$ cat config.mk
export PLATFORM = sky130hd
export DESIGN_NAME = mc_sequencer
export DESIGN_NICKNAME = d
export VERILOG_FILES = /design/src/rtl/mc_sequencer_pkg.sv /design/src/rtl/mc_opclass.sv /design/src/rtl/mc_sequencer.sv
export SDC_FILE = /design/constraint.sdc
export NUM_CORES = 1
export LEC_CHECK = 0
export ABC_AREA = 0
export CAP_MARGIN = 40
export CORE_MARGIN = 8
export CORE_UTILIZATION = 44
export DETAILED_ROUTE_END_ITERATION = 10
export PLACE_DENSITY = 0.77
export SLEW_MARGIN = 20
export SYNTH_ARGS = -nofsm -noshare
export SYNTH_HDL_FRONTEND = slang
export SYNTH_SLANG_ARGS = --single-unit
export TNS_END_PERCENT = 10
$ cat constraint.sdc
create_clock -name clk -period 2.64 [get_ports clk]
set_input_delay 0.396 -clock clk [delete_from_list [all_inputs] [get_ports clk]]
set_output_delay 0.396 -clock clk [all_outputs]
set_load 0.02 [all_outputs]
$ cat src/rtl/mc_sequencer_pkg.sv
// Shared definitions for the multi-cycle sequencer: state encoding, opcode
// classes and trap cause codes.
package mc_sequencer_pkg;

   typedef enum logic [2:0] {
      S_FETCH  = 3'd0,
      S_DECODE = 3'd1,
      S_EXEC   = 3'd2,
      S_MEM    = 3'd3,
      S_WB     = 3'd4,
      S_TRAP   = 3'd5
   } state_e;

   localparam logic [4:0] OP_R      = 5'b01100;
   localparam logic [4:0] OP_IMM    = 5'b00100;
   localparam logic [4:0] OP_LOAD   = 5'b00000;
   localparam logic [4:0] OP_STORE  = 5'b01000;
   localparam logic [4:0] OP_BRANCH = 5'b11000;
   localparam logic [4:0] OP_JALR   = 5'b11001;
   localparam logic [4:0] OP_JAL    = 5'b11011;
   localparam logic [4:0] OP_LUI    = 5'b01101;
   localparam logic [4:0] OP_AUIPC  = 5'b00101;

   localparam logic [1:0] CAUSE_NONE    = 2'b00;
   localparam logic [1:0] CAUSE_ILLEGAL = 2'b01;
   localparam logic [1:0] CAUSE_IMEM    = 2'b10;
   localparam logic [1:0] CAUSE_DMEM    = 2'b11;

   typedef struct packed {
      logic is_mem;
      logic is_store;
      logic is_legal;
   } opclass_t;

endpackage

$ cat src/rtl/mc_opclass.sv
// Combinational opcode classifier: tells the sequencer whether the latched
// instruction is legal and whether it needs a data-memory access.
module mc_opclass
   import mc_sequencer_pkg::*;
(
   input  logic [8:0] operation_key,
   output opclass_t   op_class
);

   logic [4:0] opcode;
   logic       unused_funct;

   assign opcode       = operation_key[4:0];
   // funct bits matter to the ALU decode, not to sequencing
   assign unused_funct = ^operation_key[8:5];

   always_comb begin
      op_class = '0;
      case (opcode)
         OP_LOAD: begin
            op_class.is_mem   = 1'b1;
            op_class.is_legal = 1'b1;
         end
         OP_STORE: begin
            op_class.is_mem   = 1'b1;
            op_class.is_store = 1'b1;
            op_class.is_legal = 1'b1;
         end
         OP_R, OP_IMM, OP_BRANCH, OP_JALR, OP_JAL, OP_LUI, OP_AUIPC: begin
            op_class.is_legal = 1'b1;
         end
         default: ;
      endcase
   end

endmodule

$ cat src/rtl/mc_sequencer.sv
// Multi-cycle FETCH/DECODE/EXEC/MEM/WB sequencer with memory handshakes,
// wait timeouts, a sticky trap and cycle/instret counters.
module mc_sequencer
   import mc_sequencer_pkg::*;
#(
   parameter int TIMEOUT = 16,
   parameter int CNT_W   = 32
) (
   input  logic             clk,
   input  logic             rst,
   input  logic [8:0]       operation_key,
   input  logic             reg_wen,
   input  logic             mem_rw,
   input  logic             imem_ready,
   input  logic             dmem_ready,
   output logic             imem_req,
   output logic             ir_load,
   output logic             pc_write,
   output logic             rf_we,
   output logic             dmem_req,
   output logic             dmem_we,
   output logic             retire,
   output logic             trap,
   output logic [1:0]       trap_cause,
   output logic [2:0]       state_o,
   output logic [CNT_W-1:0] cycle_count,
   output logic [CNT_W-1:0] instret_count
);

   localparam int                WAIT_W    = (TIMEOUT > 1) ? $clog2(TIMEOUT) : 1;
   localparam logic [WAIT_W-1:0] WAIT_LAST = WAIT_W'(TIMEOUT - 1);

   state_e            state, next_state;
   logic [WAIT_W-1:0] wait_cnt, wait_nxt;
   opclass_t          op_class;
   logic              trap_set;
   logic [1:0]        cause_nxt;
   logic              imem_req_c, ir_load_c, pc_write_c, rf_we_c;
   logic              dmem_req_c, dmem_we_c, retire_c;

   mc_opclass u_opclass (
      .operation_key (operation_key),
      .op_class      (op_class)
   );

   always_ff @(posedge clk or posedge rst) begin
      if (rst) begin
         state         <= S_FETCH;
         wait_cnt      <= '0;
         trap          <= 1'b0;
         trap_cause    <= CAUSE_NONE;
         cycle_count   <= '0;
         instret_count <= '0;
      end else begin
         state       <= next_state;
         wait_cnt    <= wait_nxt;
         cycle_count <= cycle_count + 1'b1;
         if (trap_set) begin
            trap       <= 1'b1;
            trap_cause <= cause_nxt;
         end
         if (retire_c) instret_count <= instret_count + 1'b1;
      end
   end

   always_comb begin
      next_state = state;
      trap_set   = 1'b0;
      cause_nxt  = CAUSE_NONE;
      imem_req_c = 1'b0;
      ir_load_c  = 1'b0;
      pc_write_c = 1'b0;
      rf_we_c    = 1'b0;
      dmem_req_c = 1'b0;
      dmem_we_c  = 1'b0;
      retire_c   = 1'b0;
      case (state)
         S_FETCH: begin
            imem_req_c = 1'b1;
            // ready wins over a timeout in the same cycle
            if (imem_ready) begin
               ir_load_c  = 1'b1;
               next_state = S_DECODE;
            end else if (wait_cnt == WAIT_LAST) begin
               next_state = S_TRAP;
               trap_set   = 1'b1;
               cause_nxt  = CAUSE_IMEM;
            end
         end
         S_DECODE: begin
            if (!op_class.is_legal) begin
               next_state = S_TRAP;
               trap_set   = 1'b1;
               cause_nxt  = CAUSE_ILLEGAL;
            end else begin
               next_state = S_EXEC;
            end
         end
         S_EXEC: next_state = op_class.is_mem ? S_MEM : S_WB;
         S_MEM: begin
            dmem_req_c = 1'b1;
            dmem_we_c  = mem_rw;
            if (dmem_ready) begin
               if (op_class.is_store) begin
                  pc_write_c = 1'b1;
                  retire_c   = 1'b1;
                  next_state = S_FETCH;
               end else begin
                  next_state = S_WB;
               end
            end else if (wait_cnt == WAIT_LAST) begin
               next_state = S_TRAP;
               trap_set   = 1'b1;
               cause_nxt  = CAUSE_DMEM;
            end
         end
         S_WB: begin
            rf_we_c    = reg_wen;
            pc_write_c = 1'b1;
            retire_c   = 1'b1;
            next_state = S_FETCH;
         end
         S_TRAP: ;
         default: next_state = S_FETCH;
      endcase
   end

   always_comb begin
      wait_nxt = '0;
      if (next_state == state && (state == S_FETCH || state == S_MEM))
         wait_nxt = wait_cnt + 1'b1;
   end

   // Strobes are forced low while rst is high so an abandoned access drops at once
   assign imem_req = imem_req_c & ~rst;
   assign ir_load  = ir_load_c  & ~rst;
   assign pc_write = pc_write_c & ~rst;
   assign rf_we    = rf_we_c    & ~rst;
   assign dmem_req = dmem_req_c & ~rst;
   assign dmem_we  = dmem_we_c  & ~rst;
   assign retire   = retire_c   & ~rst;
   assign state_o  = state;

endmodule

* Word level (Yosys, flattened, before mapping) *
Index checks and enable logic that the tools add are counted.

storage, ports and cells
  input port bits = 15
  word-level logic and storage cells = 68
  output and inout bits = 77
  bits in registers = 74

cells by class
  reductions and logical operators = 6
  multiplexer cells = 31
  bitwise logic cells = 7
  equality and inequality tests = 15
  add/sub/neg operators = 3

operators with widths
  kind                                           number
  adder 32 x 1 -> 32 bit, second input constant  2
  2-to-1 mux 3 bit                               6
  2-to-1 mux 1 bit                               16
  == test 5 x 4 -> 1 bit, second input constant  3
  == test 5 bit, second input constant           3
  one-hot mux 3 bit (5 select lines)             1
  == test 5 x 3 -> 1 bit, second input constant  2
  OR reduction 9 bit                             1
  2-to-1 mux 2 bit                               4
  AND 1 bit                                      6
  == test 3 x 2 -> 1 bit, second input constant  2
  == test 3 bit, second input constant           2
  one-hot mux 2 bit (3 select lines)             1
  zero test 5 bit                                1
  adder 4 x 1 -> 4 bit, second input constant    1
  == test 4 bit, second input constant           1
  2-to-1 mux 4 bit                               1
  == test 3 x 1 -> 1 bit, second input constant  1
  == test 3 bit                                  1
  zero test 3 bit                                1
  one-hot mux 1 bit (3 select lines)             1
  one-hot mux 1 bit (2 select lines)             1
  OR reduction 2 bit                             1
  logical AND 1 bit                              1
  2 further kinds                                2

* Longest topological paths before layout *
  word-level depth = 8
  depth in mapped cells = 7
  gate-level depth less buffers = 6

* Hierarchy *
Synthesis repeated with hierarchy kept, for this count alone.

unflattened totals
  cells, all modules = 331
  area total of the unflattened synthesis = 3,573.4 um^2

modules (own cells, without submodules)
  module        cells each  area an instance (um^2)  seq. area each (um^2)  times used
  mc_sequencer  325         3,524.6                  1,851.8                1
  mc_opclass    6           48.8                     0.0                    1

* Worst setup path after synthesis *
No wires, ideal clock.

  path type = input port to output port
  from = in rst
  to = out retire
  arrival = 2.575 ns
  cell stages on the path = 3
  slack = -0.331 ns
  data required time = 2.244 ns
  path buffers = 1
  cell sequence = inv_1 > and2_1 > buf_4

between the ends
  cells in the longest elaborated chain, start to end = 2

RTL lines
  element      line                text
  from (decl)  mc_sequencer.sv:10  input logic rst,
  NOT 1 bit    n/a
  AND 1 bit    n/a
  to (decl)    mc_sequencer.sv:22  output logic retire,

Every way passes these cells.

* Worst setup path in the final report *
  from = in operation_key[1]
  to = out retire

between the ends
  cells in the longest elaborated chain, start to end = 6

RTL lines
  element                             line                 text
  from (decl)                         mc_sequencer.sv:11   input logic [8:0] operation_key,
  == test 5 x 4 -> 1 bit              mc_opclass.sv:19     case (opcode)
  2-to-1 mux 1 bit                    mc_opclass.sv:19
  2-to-1 mux 1 bit                    mc_sequencer.sv:104  if (op_class.is_store) begin
  2-to-1 mux 1 bit                    mc_sequencer.sv:103  if (dmem_ready) begin
  one-hot mux 1 bit (2 select lines)  mc_sequencer.sv:77   case (state)
  AND 1 bit                           mc_sequencer.sv:141  assign retire = retire_c & ~rst;

Every way passes these cells.

==> impl_metrics.toml <==
[finish]
drive_gt1_share_pct = 7.73
area_growth_pct = 34.2
final_nets = 454
fillers = 671
diodes = 0

[sta]
maxSlewHeadroom_pct = 68.1
worst_pin_slew_ps = 478
setup_viol = 0
finalCritPeriodShare_pct = 97.3
max_freq_mhz = 389
final.min_clock_period_ps = 2570
rsz0062_at_grt = "no"
skew_ps = 8.46
holdWs_ps = 471
drv_slew = 0
hold_viol = 0
setup_tns_ps = 0

[synth]
avgSynthCellArea_um2 = 10.6
synth_seq_area_share_pct = 51.5
synth.most_common_cell = "dfrtp_1"
synthesis.instances = 338
synth_top_area_share_pct = 51.5
synth_ff_type = "dfrtp_1"
synthTopCellsByArea = "dfrtp_1 (51%), xnor2_1 (11%), xor2_1 (4.1%)"
synth_cell_type_count = 43
synth_edf_count = 0
ys_seq_elements = 74
synth_area_um2 = 3600
yosys.area.top_type = "dfrtp_1"
yosysWarnings = 0
synthArstFlopShare_pct = 100
syn_nets = 356
synth_commonest_cells = "dfrtp_1 (74), xnor2_1 (46), nand2_1 (31)"

[global_routing]
first_global_vias = 2913
grt_util_all_layers_pct = 15.0
grt_max_degree = 39
antenna_found_initial = 0
grt_overflow = 0
grt_first_pass_wirelength_um = 13800

[cts]
cts_tree = "built"
cts_made_buffers = 9
cts_max_path_buffers = 2
cts.clk_slew.worst_paths_ps = 70
cts_sinks = 74
h-tree-depth = 3
clockRootBuffer = "clkbuf_8"
cts_hold_repair.buffers = 0
clk_latency_ps = 350

[placement]
numPortBuffers = 87
hpwl_um = 6360
gp_congestion = 0.812

[status]
status = "complete, no violations"

[worst_setup_path]
end_kind = "output port"
path_common_cell = "clkdlybuf4s50_1"
worstSetupPathType = "input port to output port"
rr_startpoint = "state_o[0]"
cp_slowest_cell = "clkdlybuf4s50_1"
crit_start = "operation_key[1]"
cp.arrival_ps = 2170
crit_chain = "clkdlybuf4s50_1 -> nor4b_4 -> a32o_2 -> and2_1 -> clkdlybuf4s50_1"
cp_max_fo = 2
critPathRequiredTime_ps = 2240
critPathLaunchType = "input port"
slowest_delay_ps = 610

[hold_path]
hp-start = "wait_cnt[0]"
hold_path.class = "flop to flop"

[floorplan]
die_area_um2 = 11300
io_pins = 92
core_region_area_um2 = 8050
die_y_um = 106
die_w_um = 106
fp-row-count = 33
start_util_pct = 44.7

[route]
first_iter_violations = 96
wl_per_cell_um = 15.6
drc = 0
antenna_left = 0
first_pass_iters = 4
vias = 2882
viasPerCell = 5.29
wl_um = 8520

[pwr]
p_leak_nw = 2.08
peakVddDrop_mv = 0.307
p_per_area_nw_per_um2 = 614

[job]
maxCapViolCount = 0
-- state kept, by name, indices dropped and copies added (netlist names) --
name / flops
instret_count: 32
state_o: 3
wait_cnt: 4
cycle_count: 32
trap: 1
trap_cause: 2
-- layer usage --
metal,GRT usage (%),up-vias,wire length [µm]
met5,0,-,0
li1,-,1381,-
met3,5.87,14,695
met1,17.9,1410,3660
met2,23.4,77,4030
met4,6.73,0,140
-- repair_timing --
action                                  CTS  global route
resized for setup                         0             1
setup buffers                             0             0
endpoints found under the setup margin    0             2
-- metrics by stage --
step | std cells | worst slack [ps] | power [mW] | instance area [µm²] | util, %
final | 545 | 71.2 | 2.97 | 4830 | 60.0
after global routing | 545 | 2.43 | 3.11 | 4830 | 60.0
after CTS | 545 | 49.3 | 2.99 | 4830 | 60.0
after detailed placement | 530 | 65.2 | 2.02 | 4610 | 57.3
after global placement | 530 | 95.4 | 2.00 | 4610 | 57.3
after floorplan | 338 | 133 | 1.75 | 3600 | -
-- kinds of logic after synthesis --
| family | after synthesis | synth area share [%] |
|---|---|---|
| compound gates | 20 | 4.35 |
| xor+xnor | 63 | 15.3 |
| fa+ha+maj | 3 | 1.04 |
| buf+inv | 17 | 2.50 |
| flops | 74 | 51.5 |
| mux | 1 | 0.313 |
| simple gates | 160 | 25.0 |
-- placed cells by master, fill, tap and decap left out, types with 2 or more instances in the layout --
cell type	instances
nor2_1	27
o31ai_1	3
and2_1	5
and4_1	8
nand4_1	17
clkbuf_8	10
buf_4	9
inv_1	7
nor2b_1	4
and3b_1	2
clkinv_2	2
xnor2_1	46
clkdlybuf4s50_1	87
xor2_1	17
bufinv_16	2
nand2_1	31
nand4_4	2
dfrtp_1	73
a21oi_1	2
and3_1	17
nor4_1	3
nand3_1	26
ha_1	3
nor3_1	9
nand2b_1	5
a211oi_1	2
-- worst max-delay path, delay by kind of cell --
| family | cells | cell delay [ps] |
|---|---|---|
| AOI/OAI and AO/OA | 1 | 230 |
| buffers and inverters | 2 | 1080 |
| and+or+nand+nor | 2 | 460 |
-- report_power, final --
group | leakage [nW] | switching [mW] | internal, mW
clock | 0.112 | 0.419 | 0.551
sequential | 0.993 | 0.115 | 1.20
combinational | 0.975 | 0.375 | 0.304
total | 2.08 | 0.908 | 2.06
-- cell type report --
type | count | area [µm²] | share of cell area (%)
Clock inverter | 5 | 78.8 | 1.63
Sequential cell | 74 | 1850 | 38.4
Tap cell | 105 | 131 | 2.72
Timing Repair Buffer | 96 | 938 | 19.4
Inverter | 8 | 33.8 | 0.699
Clock buffer | 10 | 138 | 2.85
Multi-Input combinational cell | 247 | 1660 | 34.3
-- path summary, 6_finish.rpt --
check                               endpoint  slack, ps  cells after the start
max reg2reg                instret_count[15]        650                      6
max                                   retire         70                      5
max in group asynchronous         state_o[1]       1590                      3
min                              wait_cnt[0]        470                      1
min in group asynchronous  instret_count[28]        690                      3
min reg2reg                      wait_cnt[0]        470                      1
(Power assumes the default switching activity.)
